**config.mk**
```make
export PLATFORM = sky130hd
export DESIGN_NAME = gpi_arbiter
export DESIGN_NICKNAME = d
export VERILOG_FILES = /design/src/rtl/gpi_pkg.sv /design/src/rtl/rr_picker.sv /design/src/rtl/gpi_arbiter.sv
export SDC_FILE = /design/constraint.sdc
export NUM_CORES = 1
export LEC_CHECK = 0
export CAP_MARGIN = 5
export CORE_ASPECT_RATIO = 0.6
export CORE_MARGIN = 5
export CORE_UTILIZATION = 34
export DETAILED_ROUTE_END_ITERATION = 6
export GPL_TIMING_DRIVEN = 1
export PLACE_DENSITY = 0.81
export SYNTH_ARGS = -nofsm -noshare
export SYNTH_HDL_FRONTEND = slang
export SYNTH_HIERARCHICAL = 1
export SYNTH_SLANG_ARGS = --single-unit
```
**constraint.sdc**
```tcl
create_clock -name clk -period 1.96 [get_ports clk]
set_clock_uncertainty 0.1 [all_clocks]
set_input_delay 0.392 -clock clk [delete_from_list [all_inputs] [get_ports clk]]
set_output_delay 0.392 -clock clk [all_outputs]
set_load 0.02 [all_outputs]
```
**src/rtl/gpi_pkg.sv**
```systemverilog
// Shared GPI definitions: default bus widths and the arbiter FSM encoding.
package gpi_pkg;

  localparam int unsigned GPI_ADDR_W = 32;
  localparam int unsigned GPI_DATA_W = 32;

  typedef enum logic [1:0] {
    ST_IDLE  = 2'd0,
    ST_ISSUE = 2'd1,
    ST_RESP  = 2'd2
  } gpi_state_e;

endpackage : gpi_pkg

```
**src/rtl/rr_picker.sv**
```systemverilog
// Combinational round-robin picker: first set request after ptr, wrapping mod NUM_REQ.
module rr_picker #(
  parameter  int unsigned NUM_REQ = 2,
  localparam int unsigned IDX_W   = $clog2(NUM_REQ)
) (
  input  logic [NUM_REQ-1:0] req,
  input  logic [IDX_W-1:0]   ptr,
  output logic [NUM_REQ-1:0] grant_c,
  output logic [IDX_W-1:0]   idx_c,
  output logic               any_c
);

  int unsigned k;

  always_comb begin
    grant_c = '0;
    idx_c   = '0;
    any_c   = 1'b0;
    k       = 0;
    for (int unsigned i = 1; i <= NUM_REQ; i++) begin
      k = (int'(ptr) + i) % NUM_REQ;
      if (!any_c && req[IDX_W'(k)]) begin
        any_c               = 1'b1;
        grant_c[IDX_W'(k)]  = 1'b1;
        idx_c               = IDX_W'(k);
      end
    end
  end

endmodule : rr_picker

```
**src/rtl/gpi_arbiter.sv**
```systemverilog
// Round-robin arbiter sharing one GPI target port, one transaction in flight.
// Optional grant locking for atomic multi-access sequences: define GPI_ARB_LOCK_EN.
module gpi_arbiter
  import gpi_pkg::*;
#(
  parameter int unsigned NUM_REQ = 2,
  parameter int unsigned ADDR_W  = GPI_ADDR_W,
  parameter int unsigned DATA_W  = GPI_DATA_W
) (
  input  logic                      clk,
  input  logic                      rst_n,
  input  logic [NUM_REQ-1:0]        req_valid,
  output logic [NUM_REQ-1:0]        req_ready,
  input  logic [NUM_REQ-1:0]        req_write,
  input  logic [NUM_REQ*ADDR_W-1:0] req_addr,
  input  logic [NUM_REQ*DATA_W-1:0] req_wdata,
`ifdef GPI_ARB_LOCK_EN
  input  logic [NUM_REQ-1:0]        req_lock,
`endif
  output logic [NUM_REQ-1:0]        rsp_valid,
  output logic [DATA_W-1:0]         rsp_rdata,
  output logic                      gpi_read,
  output logic                      gpi_write,
  output logic [ADDR_W-1:0]         gpi_addr,
  output logic [DATA_W-1:0]         gpi_wdata,
  input  logic [DATA_W-1:0]         gpi_rdata
);

  localparam int unsigned IDX_W = $clog2(NUM_REQ);

  gpi_state_e         state_q, state_d;
  logic [IDX_W-1:0]   ptr_q;
  logic [IDX_W-1:0]   idx_q;
  logic               wr_q;
  logic [ADDR_W-1:0]  addr_q;
  logic [DATA_W-1:0]  wdata_q;

  logic [NUM_REQ-1:0] eligible_c;
  logic [NUM_REQ-1:0] grant_c;
  logic [IDX_W-1:0]   win_idx_c;
  logic               win_any_c;
  logic               accept_c;

`ifdef GPI_ARB_LOCK_EN
  logic               lock_q;
  logic               owner_vld_q;
  logic [IDX_W-1:0]   owner_idx_q;

  // While a lock is held only the owner may be granted.
  always_comb begin
    eligible_c = req_valid;
    if (owner_vld_q) eligible_c = req_valid & (NUM_REQ'(1) << owner_idx_q);
  end
`else
  always_comb eligible_c = req_valid;
`endif

  rr_picker #(
    .NUM_REQ (NUM_REQ)
  ) u_picker (
    .req     (eligible_c),
    .ptr     (ptr_q),
    .grant_c (grant_c),
    .idx_c   (win_idx_c),
    .any_c   (win_any_c)
  );

  assign accept_c = (state_q == ST_IDLE) && win_any_c;

  // State register
  always_ff @(posedge clk) begin
    if (!rst_n) state_q <= ST_IDLE;
    else        state_q <= state_d;
  end

  // Next-state logic
  always_comb begin
    state_d = state_q;
    case (state_q)
      ST_IDLE:  if (win_any_c) state_d = ST_ISSUE;
      ST_ISSUE: state_d = ST_RESP;
      ST_RESP:  state_d = ST_IDLE;
      default:  state_d = ST_IDLE;
    endcase
  end

  // Accepted-transaction capture and round-robin pointer
  always_ff @(posedge clk) begin
    if (!rst_n) begin
      ptr_q   <= IDX_W'(NUM_REQ - 1);
      idx_q   <= '0;
      wr_q    <= 1'b0;
      addr_q  <= '0;
      wdata_q <= '0;
    end else if (accept_c) begin
      ptr_q   <= win_idx_c;
      idx_q   <= win_idx_c;
      wr_q    <= req_write[win_idx_c];
      addr_q  <= req_addr[win_idx_c*ADDR_W +: ADDR_W];
      wdata_q <= req_wdata[win_idx_c*DATA_W +: DATA_W];
    end
  end

`ifdef GPI_ARB_LOCK_EN
  // Ownership follows the lock bit of the transaction that just completed.
  always_ff @(posedge clk) begin
    if (!rst_n) begin
      lock_q      <= 1'b0;
      owner_vld_q <= 1'b0;
      owner_idx_q <= '0;
    end else begin
      if (accept_c) lock_q <= req_lock[win_idx_c];
      if (state_q == ST_RESP) begin
        owner_vld_q <= lock_q;
        owner_idx_q <= idx_q;
      end
    end
  end
`endif

  // Output decode
  always_comb begin
    req_ready = '0;
    rsp_valid = '0;
    rsp_rdata = '0;
    gpi_read  = 1'b0;
    gpi_write = 1'b0;
    gpi_addr  = '0;
    gpi_wdata = '0;
    case (state_q)
      ST_IDLE:  req_ready = grant_c;
      ST_ISSUE: begin
        gpi_read  = !wr_q;
        gpi_write = wr_q;
        gpi_addr  = addr_q;
        if (wr_q) gpi_wdata = wdata_q;
      end
      ST_RESP: begin
        rsp_valid = NUM_REQ'(1) << idx_q;
        if (!wr_q) rsp_rdata = gpi_rdata;
      end
      default: ;
    endcase
  end

endmodule : gpi_arbiter

```
## Word-level counts from Yosys, hierarchy flattened

Index checks and enable logic that the tools add are counted.

| word-level totals | value |
|---|---|
| logic and storage cells | 54 |
| memory bits (writable) | 0 |
| memories | 0 |
| latch bits | 0 |
| flip-flop bits (word level) | 69 |
| memory bits (read-only) | 0 |

| cells by class | value |
|---|---|
| muxes and demuxes | 27 |
| shift operators | 3 |
| div/mod/pow operators | 0 |
| order comparisons | 5 |
| reduce and logical (&&, ||, !) cells | 7 |
| add/subtract/negate cells | 2 |
| bitwise gates (word level) | 1 |
| multiply operators | 0 |
| equal/unequal tests | 3 |

Operators with widths:

| operator | count |
|---|---|
| 2-to-1 mux 32 bit | 5 |
| indexed part select 64 x 7 -> 32 bit | 2 |
| 2-to-1 mux 1 bit | 14 |
| 2-to-1 mux 2 bit | 5 |
| < comparator 1 x 2 -> 1 bit (second input constant) | 3 |
| logical AND 1 bit | 4 |
| case mux 2 bit (2 select lines) | 1 |
| adder 1 bit (second input constant) | 2 |
| demux 1 bit (select 1 bit) | 2 |
| == test 2 x 1 -> 1 bit (second input constant) | 1 |
| == test 2 bit (second input constant) | 1 |
| >= comparator 1 bit (second input constant) | 2 |
| zero test 1 bit | 2 |
| zero test 2 bit | 1 |
| inequality test 2 bit (second input constant) | 1 |
| bitwise OR 2 bit | 1 |
| left shift 1 x 1 -> 2 bit (first input constant) | 1 |

## Depth between registers and ports, before layout

Gate-level depths: netlist of run 1.

| depth | value |
|---|---|
| word-level depth | 9 |
| mapped depth | 6 |
| gate-level depth less buffers | 4 |

## Hierarchy

The synthesis of run 1 kept the hierarchy.

By module, submodules not included:

| module | cells an instance | times used | area an instance (sq um) | seq. area each (sq um) |
|---|---|---|---|---|
| gpi_arbiter | 351 | 1 | 3505.9 | 1381.3 |
| rr_picker | 5 | 1 | 32.5 | 0.0 |

## Worst setup path after synthesis of run 1

OpenSTA, ideal clock, no wires.

| timing path | value |
|---|---|
| path kind | register to output |
| start point | register state_q[0] |
| end point | output port gpi_addr[10] |
| buffers on the path | 2 |
| path slack | 0.230 ns |
| arrival time | 1.238 ns |
| required time | 1.468 ns |
| stages on the path, launching flop included | 5 |
| cell sequence | dfxtp_1 -> nor2b_1 -> clkbuf_1 -> clkbuf_1 -> and2_1 |

| between the ends | value |
|---|---|
| longest elaborated chain between the ends | 2 |

RTL lines:

| item | RTL line | RTL |
|---|---|---|
| from (decl) | gpi_arbiter.sv:31 | `gpi_state_e state_q, state_d;` |
| from (signal assigned) | gpi_arbiter.sv:73 | `else state_q <= state_d;` |
| == test 2 x 1 -> 1 bit | gpi_arbiter.sv:130 | `case (state_q)` |
| 2-to-1 mux 32 bit | gpi_arbiter.sv:130 |  |
| to (decl) | gpi_arbiter.sv:24 | `output logic [ADDR_W-1:0] gpi_addr,` |

No other way between the ends.

## Worst setup path after layout of run 1

| timing path | value |
|---|---|
| start point | register state_q[0] |
| end point | output port gpi_wdata[8] |

| between the ends | value |
|---|---|
| longest elaborated chain between the ends | 2 |

RTL lines:

| item | RTL line | RTL |
|---|---|---|
| == test 2 x 1 -> 1 bit | gpi_arbiter.sv:130 |  |
| 2-to-1 mux 32 bit | gpi_arbiter.sv:130 |  |
| to (decl) | gpi_arbiter.sv:25 | `output logic [DATA_W-1:0] gpi_wdata,` |

No other way between the ends.

==> results.md, run 1 <==
Clock network:
- The CTS sink count is 69.
- TritonCTS built the clock tree.
- No sink is reached through more buffers than the 2 on the longest clock path.
- After clock tree synthesis, the clock-pin slew on the worst setup and hold paths is approximately 0.05 ns.
- The number of buffers created by CTS is 9.
- The count of H-tree levels built during CTS is 3.
- The clock network latency to the later pin of the worst-skew pair is ~0.32 ns.
- The quantity of hold-fixing buffers added after cts is 0.
- The cell sitting at the root of the clock tree is a clkbuf_16.

Place:
- Prior to clock tree synthesis, the placed netlist has a worst setup slack of -0.3718 ns.
- Summed over all nets, the half-perimeter wirelength after detailed placement is roughly 11 mm.
- At the end of routability-driven placement, the weighted congestion stood at around 0.86.
- The number of port buffers is 267.

Layout:
- 0 antenna diodes ended up in the layout.
- The relative area change from synthesis to final layout is 91.16%.
- The most frequent standard cell in the layout excluding fill and tap cells is clkdlybuf4s50_1.
- The net total in the final layout is 794.
- The post-route netlist has about a quarter of its cells at a drive strength greater than 1.
- In the layout the commonest cells are 163 x clkdlybuf4s50_1, 67 x dfxtp_1, 65 x mux2i_1, 65 x o2bb2ai_1, 63 x buf_4.
- The core utilization of the finished layout is 67.51%.

Critical path:
- The signal on the critical path passes through nor2b_4 > buf_4 > buf_12 > and3_1 > buf_4.
- The number of buffers and inverters on the critical path is 3.
- The worst register-to-register path ends at wdata_q[31].
- The kind of capture point of the worst setup path is a primary output.
- The kind of critical path is flop to primary output.
- The slowest library cell on the worst path is dfxtp_2.
- The largest single stage delay on the critical path is around 0.33 ns.
- The start of the worst register-to-register path is ptr_q.
- Data arrives at the worst endpoint at around 1.5 ns.
- Along the worst path, the maximum fanout reaches 10.
- The category of the worst setup path launch point is a flop.
- The path length in cells of the critical path is 5.
- The cell occurring most often along the worst timing path is buf_4.
- The worst-case register-to-register setup slack is about 0.35 ns.
- The family with the most delay on the worst path is buffers and inverters.
- The data required time of the worst path is ~1.5 ns.
- The worst register-to-register path has a depth of 5.

Routing:
- The per-cell via count in the routed design is 4.896.
- For this run, design rule violations remaining after detail routing come to 0.
- The post-detailed-route count of antenna-violating nets is 0.
- The total via count after detailed routing is roughly 3800.
- The detailed-route wire length is approximately 14 mm.
- The iteration count of the initial detailed-routing pass is 4.
- In this run, the number of DRC markers left after iteration 0 of detailed routing was 94.
- The detailed-route wire length per cell is ~18 µm.

Floorplan:
- The die extent in y is 89.02 µm.
- Row generation in the floorplan step produced 28 rows.
- For this design the top-level I/O count stands at approximately 270.
- The initial utilization of the core area, before any placement, comes to 35.31%.
- The die covers between 0.01 and 0.015 mm².
- The floorplan core area is around 0.010 mm².
- The floorplan step set the die width to between 100 and 150 µm.

Worst hold path:
- For hold timing, the worst endpoint is wdata_q[2].
- The class of the most critical hold timing path is flop to flop.
- The cell count of the worst hold path is 1.
- The worst hold path begins at wdata_q[2].

Synthesis:
- Synthesis instantiated 20 different standard cells from the library.
- Yosys printed 6 warnings.
- The cell count after synthesis is about 360.
- The synthesized design devotes to its leading area cell type about two fifths of total area.
- The synthesized design contains 69 register bits.
- The combined area of all synthesized cells is approximately 0.0035 mm².
- Yosys attributes the largest share of cell area to dfxtp_1 39%, mux2i_1 18%, o2bb2ai_1 16%, and2_1 12%, and3_1 5.7%.
- For this run, the register share of the synthesized area comes to roughly 39%.
- The number of nets in the synthesized netlist is approximately 520.
- The cell accounting for the most synthesized area is dfxtp_1.
- The post-synthesis area per instance is ~9.9 µm².

GRT:
- The initial antenna violation count is 0.
- The first global-routing pass estimated between 20 and 25 mm of wire.
- Global routing used around 21% of the available tracks.
- The via count of the first global-routing pass is roughly 4000.
- The total congestion overflow is 0.
- Entering global routing, the biggest net connects 36 pins.

STA:
- The actual slew at the worst max-slew pin is a little under 0.3 ns.
- The worst setup margin is between 0.01 and 0.015 ns.
- The worst pin sits at a relative slew slack of roughly four fifths.
- The total count of max-transition violations in the final report was 0.
- Adding up every negative setup slack in the final design gives 0 ns.
- Based on the critical path, the design can be clocked at up to around 0.5 GHz.
- Setup violations remaining at the end of the flow were counted as 0.
- The smallest clock period supported by the final layout is computed as between 1.5 and 2 ns.
- Setup repair after global routing could not meet its margin everywhere.
- The share of the clock period used by the worst path after layout is a little under 100%.
- The hold violation total from the final report came to 0.

Power and ir drop:
- The power consumption is 4.508 mW.
- The worst-case IR drop observed on VDD is ~500 µV.
- The cell area power density is 666.5 mW/mm².
- Summed over all cells, the static leakage comes to 3.015 nW.

Run:
- Max-cap violations in this run came to 0.

Outcome:
- The run finished with clean final reports.
## kinds of logic (layout without fill, tap and decap cells)
| logic type | count (synthesis) | in the layout | share of synthesized area (%) |
|---|---|---|---|
| and+or+nand+nor | 115 | 115 | 19.94 |
| AOI/OAI and AO/OA | 69 | 69 | 16.94 |
| DFF | 69 | 69 | 39.04 |
| muxes | 65 | 65 | 18.39 |
| buffers and inverters | 38 | 315 | 5.693 |
## cell type report
type / count / area, µm²
clock inverters: 4 / 70.07
clock buffers: 12 / 256.5
flip-flops and latches: 69 / 1384
multi-input cells: 249 / 2017
fillers: 820 / 3256
well taps: 135 / 168.9
repair buffers: 296 / 2856
inverters: 3 / 11.26
## cell usage after synthesis (all sizes together)
cell type,number
or3b,1
and2,69
a21boi,4
or2,1
clkbuf,20
inv,3
buf,15
nor2b,2
nand3,3
dfxtp,69
nor2,4
nand2,2
and3,32
mux2i,65
nand2b,1
o2bb2ai,65
## power by group
part	total, mW	switching [mW]	internal [mW]
clock network	1.74	0.561	1.18
logic	1.15	0.475	0.673
registers	1.62	0.0740	1.55
total	4.51	1.11	3.40
## metrics by stage
step	area (µm²)	cells	hold WS, ns
2_1_floorplan	3538	356	0.3242
3_3_place_gp	6524	746	0.3363
3_5_place_dp	6524	746	0.3403
4_1_cts	6640	766	0.3571
5_1_grt	6764	768	0.3727
6_report	6764	768	0.3540
## layer usage
metal / GRT usage [%] / wire length (µm) / vias up
met3: 7.750 / 1189 / 14
met1: 24.70 / 5860 / 1777
met2: 36.41 / 6619 / 139
li1: - / - / 1830
met5: 0 / 0 / -
met4: 4.355 / 138 / 0
## how the worst max path moves through the flow
stage	slack, ns	to	start
3_5_place_dp	-0.37	req_ready[1]	req_valid[1]
5_1_grt	-0.06	gpi_wdata[1]	state_q[0]
3_3_place_gp	-0.33	req_ready[0]	req_valid[0]
2_1_floorplan	0.23	gpi_addr[10]	state_q[0]
4_1_cts	-0.01	gpi_wdata[0]	state_q[0]
6_report	0.01	gpi_wdata[8]	state_q[0]
## sequential cells by signal, indices dropped and copies added, names as in the netlist
register / flops
addr_q: 32
idx_q: 1
ptr_q: 1
state_q: 2
wdata_q: 32
wr_q: 1
## worst reg2reg max path: stages (launching register included)
cell and delay (ns):
dfxtp_1 0.32, buf_4 0.15, a21boi_4 0.28, buf_12 0.24
mux2i_1 0.32, o2bb2ai_1 0.09
## repair_timing
action,CTS,global route
pin swaps,1,1
setup endpoints to repair,102,118
gates cloned,2,2
resized for setup,391,102
endpoints found under the hold margin,0,0
buffers inserted,2,1
(Power assumes the default switching activity.)
==> inputs of run 2 (changes only) <==
- clock period: 1.96 -> 2.14 ns (I/O delays scaled with it)
==> run 2 against run 1 <==
Effect of this change:
- via count is 2.2% lower
- register-to-register slack better by 0.22 ns
- critical path type is now input port to primary output
- sequential power down 9%
- sequential share of layout area up 1.2 points
- power down 14%
- first-iteration DRC count is 80% higher
- sequential cell count stayed put
- global-route usage is 1.0 points lower
- clock power fell by 17%
- highest routed layer unchanged
- largest power group is now registers
- non-clock buffer count shrank 7
==> results.md, run 2 (synthesis gave the netlist of run 1 again) <==
Place:
- The detailed placer's ending HPWL is 10.39 mm (was 10.55 mm).
- The cell count after placement came to 744 (was 746).
- The number of port buffers is 267 (unchanged).
- The cell area after placement came to 0.006496 mm² (was 0.006524 mm²).
- The routability congestion estimate from global placement was 0.8565 (was 0.8574).

Clock network:
- The number of buffers inserted to repair setup after CTS is 0 (was 2).
- The number of buffers created by CTS is 9 (unchanged).
- The count of H-tree levels built during CTS came to 3 (unchanged).
- The CTS tree is yes (unchanged).
- The post-CTS clock slew at the launch and capture registers of the worst setup and hold paths is 0.05 ns (about the same).
- The number of buffers on the longest clock path came to 2 (unchanged).
- The CTS sink count is 69 (unchanged).
- The root buffer selected by CTS is clkbuf_16 (unchanged).
- The clock network latency to the later pin of the worst-skew pair came to 0.32 ns (about the same).

STA:
- The max-slew headroom at the worst pin came to 81.99% (was 80.69%).
- The total setup violations reported at the end of the flow came to 0 (unchanged).
- Based on the critical path, the design can be clocked at up to roughly 0.48 GHz.
- The clock period minus worst slack is between 2 and 2.5 ns.
- The hold violation total from the final report is 0 (unchanged).
- Of the available clock period, the critical path in the final layout requires between 90% and 100%.
- RSZ-0062 raised after global routing: no (was yes).
- The total count of max-transition violations in the final report came to 0 (unchanged).
- The actual slew at the worst max-slew pin is 0.2626 ns (was 0.2889 ns).

Worst hold path:
- The launch point of the worst hold path is addr_q[20] (was wdata_q[2]).
- The class of the most critical hold timing path is flop to flop (unchanged).

Floorplan:
- The floorplan die area is 0.01261 mm² (unchanged).
- The die extent in y is 89.02 µm (unchanged).
- The number of standard-cell rows in the floorplan is 28 (unchanged).
- The starting utilization of the core area is 35.31% (unchanged).
- The floorplan core area is 0.01002 mm² (unchanged).
- The x dimension of the die is 141.7 µm (unchanged).
- The count of pins on the block boundary is 268 (unchanged).

Power and ir drop:
- The portion of total power attributed to combinational logic is 24.9% (was 25.5%).
- The share of power burned in the clock network is 37.0% (was 38.6%).
- The net switching fraction of the power is 25.42% (was 24.61%).
- The cell area power density is 608.8 mW/mm² (was 666.5 mW/mm²).
- The net switching power is 988.6 µW (was 1.110 mW).
- The internal power of the cells is 2.901 mW (was 3.399 mW).
- The reported leakage power came to 2.840 nW (was 3.015 nW).
- The part of the power in registers came to 38.1% (was 36.0%).
- The peak supply drop is 517.6 µV (was 499.0 µV).

Critical path:
- The kind of capture point of the worst setup path is a primary output (unchanged).
- The start of the worst register-to-register path is state_q[1] (was ptr_q).
- The kind of critical path is input port to primary output (was flop to primary output).
- The critical path data arrival time is 1.57 ns (was 1.45 ns).
- The highest net fanout along the worst path is 4 (was 10).
- The launching element of the worst setup path is req_valid[0] (was state_q[0]).
- The maximum single-stage delay on the critical path is 0.54 ns (was 0.33 ns).
- The category of the worst setup path launch point is an input port (was flop).
- The data required time of the worst path is 1.61 ns (was 1.47 ns).
- The slowest library cell on the worst path is clkdlybuf4s50_1 (was dfxtp_2).
- Worst-path cell chain: clkdlybuf4s50_1 > a21boi_1 > and2_1 > clkdlybuf4s15_1 (was nor2b_4 > buf_4 > buf_12 > and3_1 > buf_4).

GRT:
- The global-route wire length before repair is 19.71 mm (was 20.78 mm).
- The total congestion overflow is 0 (unchanged).
- The maximum number of pins on one net before global-route repair is 43 (was 36).
- The total track usage came to 19.72% (was 20.75%).
- The initial antenna violation count is 0 (unchanged).
- The via count of the first global-routing pass is 3790 (was 4006).

Layout:
- The net total in the final layout is 787 (was 794).
- The number of diodes is 0 (unchanged).
- The share of cells above drive strength 1 is 20.61% (was 25.43%).
- Commonest cells after routing, fill and taps aside: 165 x clkdlybuf4s50_1, 83 x clkbuf_2, 68 x and2_1, 68 x dfxtp_1 (was 163 x clkdlybuf4s50_1, 67 x dfxtp_1, 65 x mux2i_1, 65 x o2bb2ai_1, 63 x buf_4).
- The final instance count without filler cells is 761 (was 768).
- The relative area change from synthesis to final layout is 80.55% (was 91.16%).
- The final cell area excluding filler cells was 0.006389 mm² (was 0.006764 mm²).
- Biggest regs: addr_q (32), wdata_q (32), state_q (2) (unchanged).
- The most frequent standard cell in the layout excluding fill and tap cells is clkdlybuf4s50_1 (unchanged).

Routing:
- The post-detailed-route count of antenna-violating nets is 0 (unchanged).
- The total via count after detailed routing came to 3679 (was 3760).
- The detailed-route wire length per cell is 17.18 µm (was 17.98 µm).
- The violation count after the first detailed-route iteration came to 169 (was 94).
- The number of design rule violations left after detail routing is 0 (unchanged).
- The iteration count of the initial detailed-routing pass came to 4 (unchanged).
- The detailed-route wire length is 13.07 mm (was 13.81 mm).
- The per-cell via count in the routed design was 4.834 (was 4.896).

Outcome:
- Status: complete, no violations (unchanged).

Run:
- The reported max-cap violation count came to 0 (unchanged).
[run 2: changes by cell type in the layout (fill, tap and decap cells not counted), sizes merged]
cell,previous run,this run
dlygate4sd2,2,3
clkbuf,19,96
clkdlybuf4s15,8,12
clkinvlp,0,1
bufinv,2,1
clkdlybuf4s50,163,165
buf,114,25
dlymetal6s2s,2,0
[run 2: worst max-delay path, delay by kind of cell]
family / cells / cell delay (ns)
compound gates: 1 / 0.17
buf+inv: 2 / 0.84
simple gates: 1 / 0.13
[run 2: metrics by stage]
step	power, mW	setup TNS [ns]	hold slack [ns]	utilization [%]	setup slack, ns
global placement	2.491	-5.705	0.3362	64.84	-0.2185
floorplan	1.936	0	0.3242	-	0.3737
finish	3.890	0	0.3523	63.76	0.04346
detailed placement	2.518	-8.623	0.3385	64.84	-0.2361
global route	4.080	0	0.3657	63.76	0.004546
CTS	3.939	0	0.3552	67.01	0.00003653
[run 2: power by group through the flow]
stage | clock network, mW | registers (mW) | logic, mW
finish | 1.44 | 1.48 | 0.969
global route | 1.54 | 1.50 | 1.05
CTS | 1.47 | 1.48 | 0.984
detailed placement | 0 | 1.50 | 1.01
global placement | 0 | 1.50 | 0.992
floorplan | 0 | 1.49 | 0.450
[run 2: per-layer routing]
metal	vias up	share of wire (%)	track usage [%]
met1	1712	43	23.66
met2	142	47	33.88
met3	9	8.6	8.017
met5	-	0	0
met4	0	0.68	4.094
li1	1816	-	-
[run 2: area by class of cell]
class	count	area, µm²
inverters	3	11.26
well taps	135	168.9
repair buffers	289	2545
flip-flops and latches	69	1383
clock inverters	4	47.55
multi-input cells	249	1987
clock buffers	12	246.5
fillers	859	3631
[run 2: final timing paths]
check	cells after the start	to	slack (ns)
worst max-delay path	4	req_ready[0]	0.04
worst min-delay path	1	addr_q[20]	0.35
worst max register to register	5	wdata_q[31]	0.57
worst min register to register	1	addr_q[20]	0.35
[run 2: timing repair]
action,4_1_cts,5_1_grt
pin swaps,0,1
gates cloned,0,1
resized for setup,146,150
endpoints found under the setup margin,102,98
hold buffers,0,0
==> inputs of run 3 (changes only) <==
- CAP_MARGIN: 5 -> not set
- HOLD_SLACK_MARGIN: not set -> 0.05
==> results of run 3 <==
The final DEF is identical to that of run 2; final timing and power are the same.
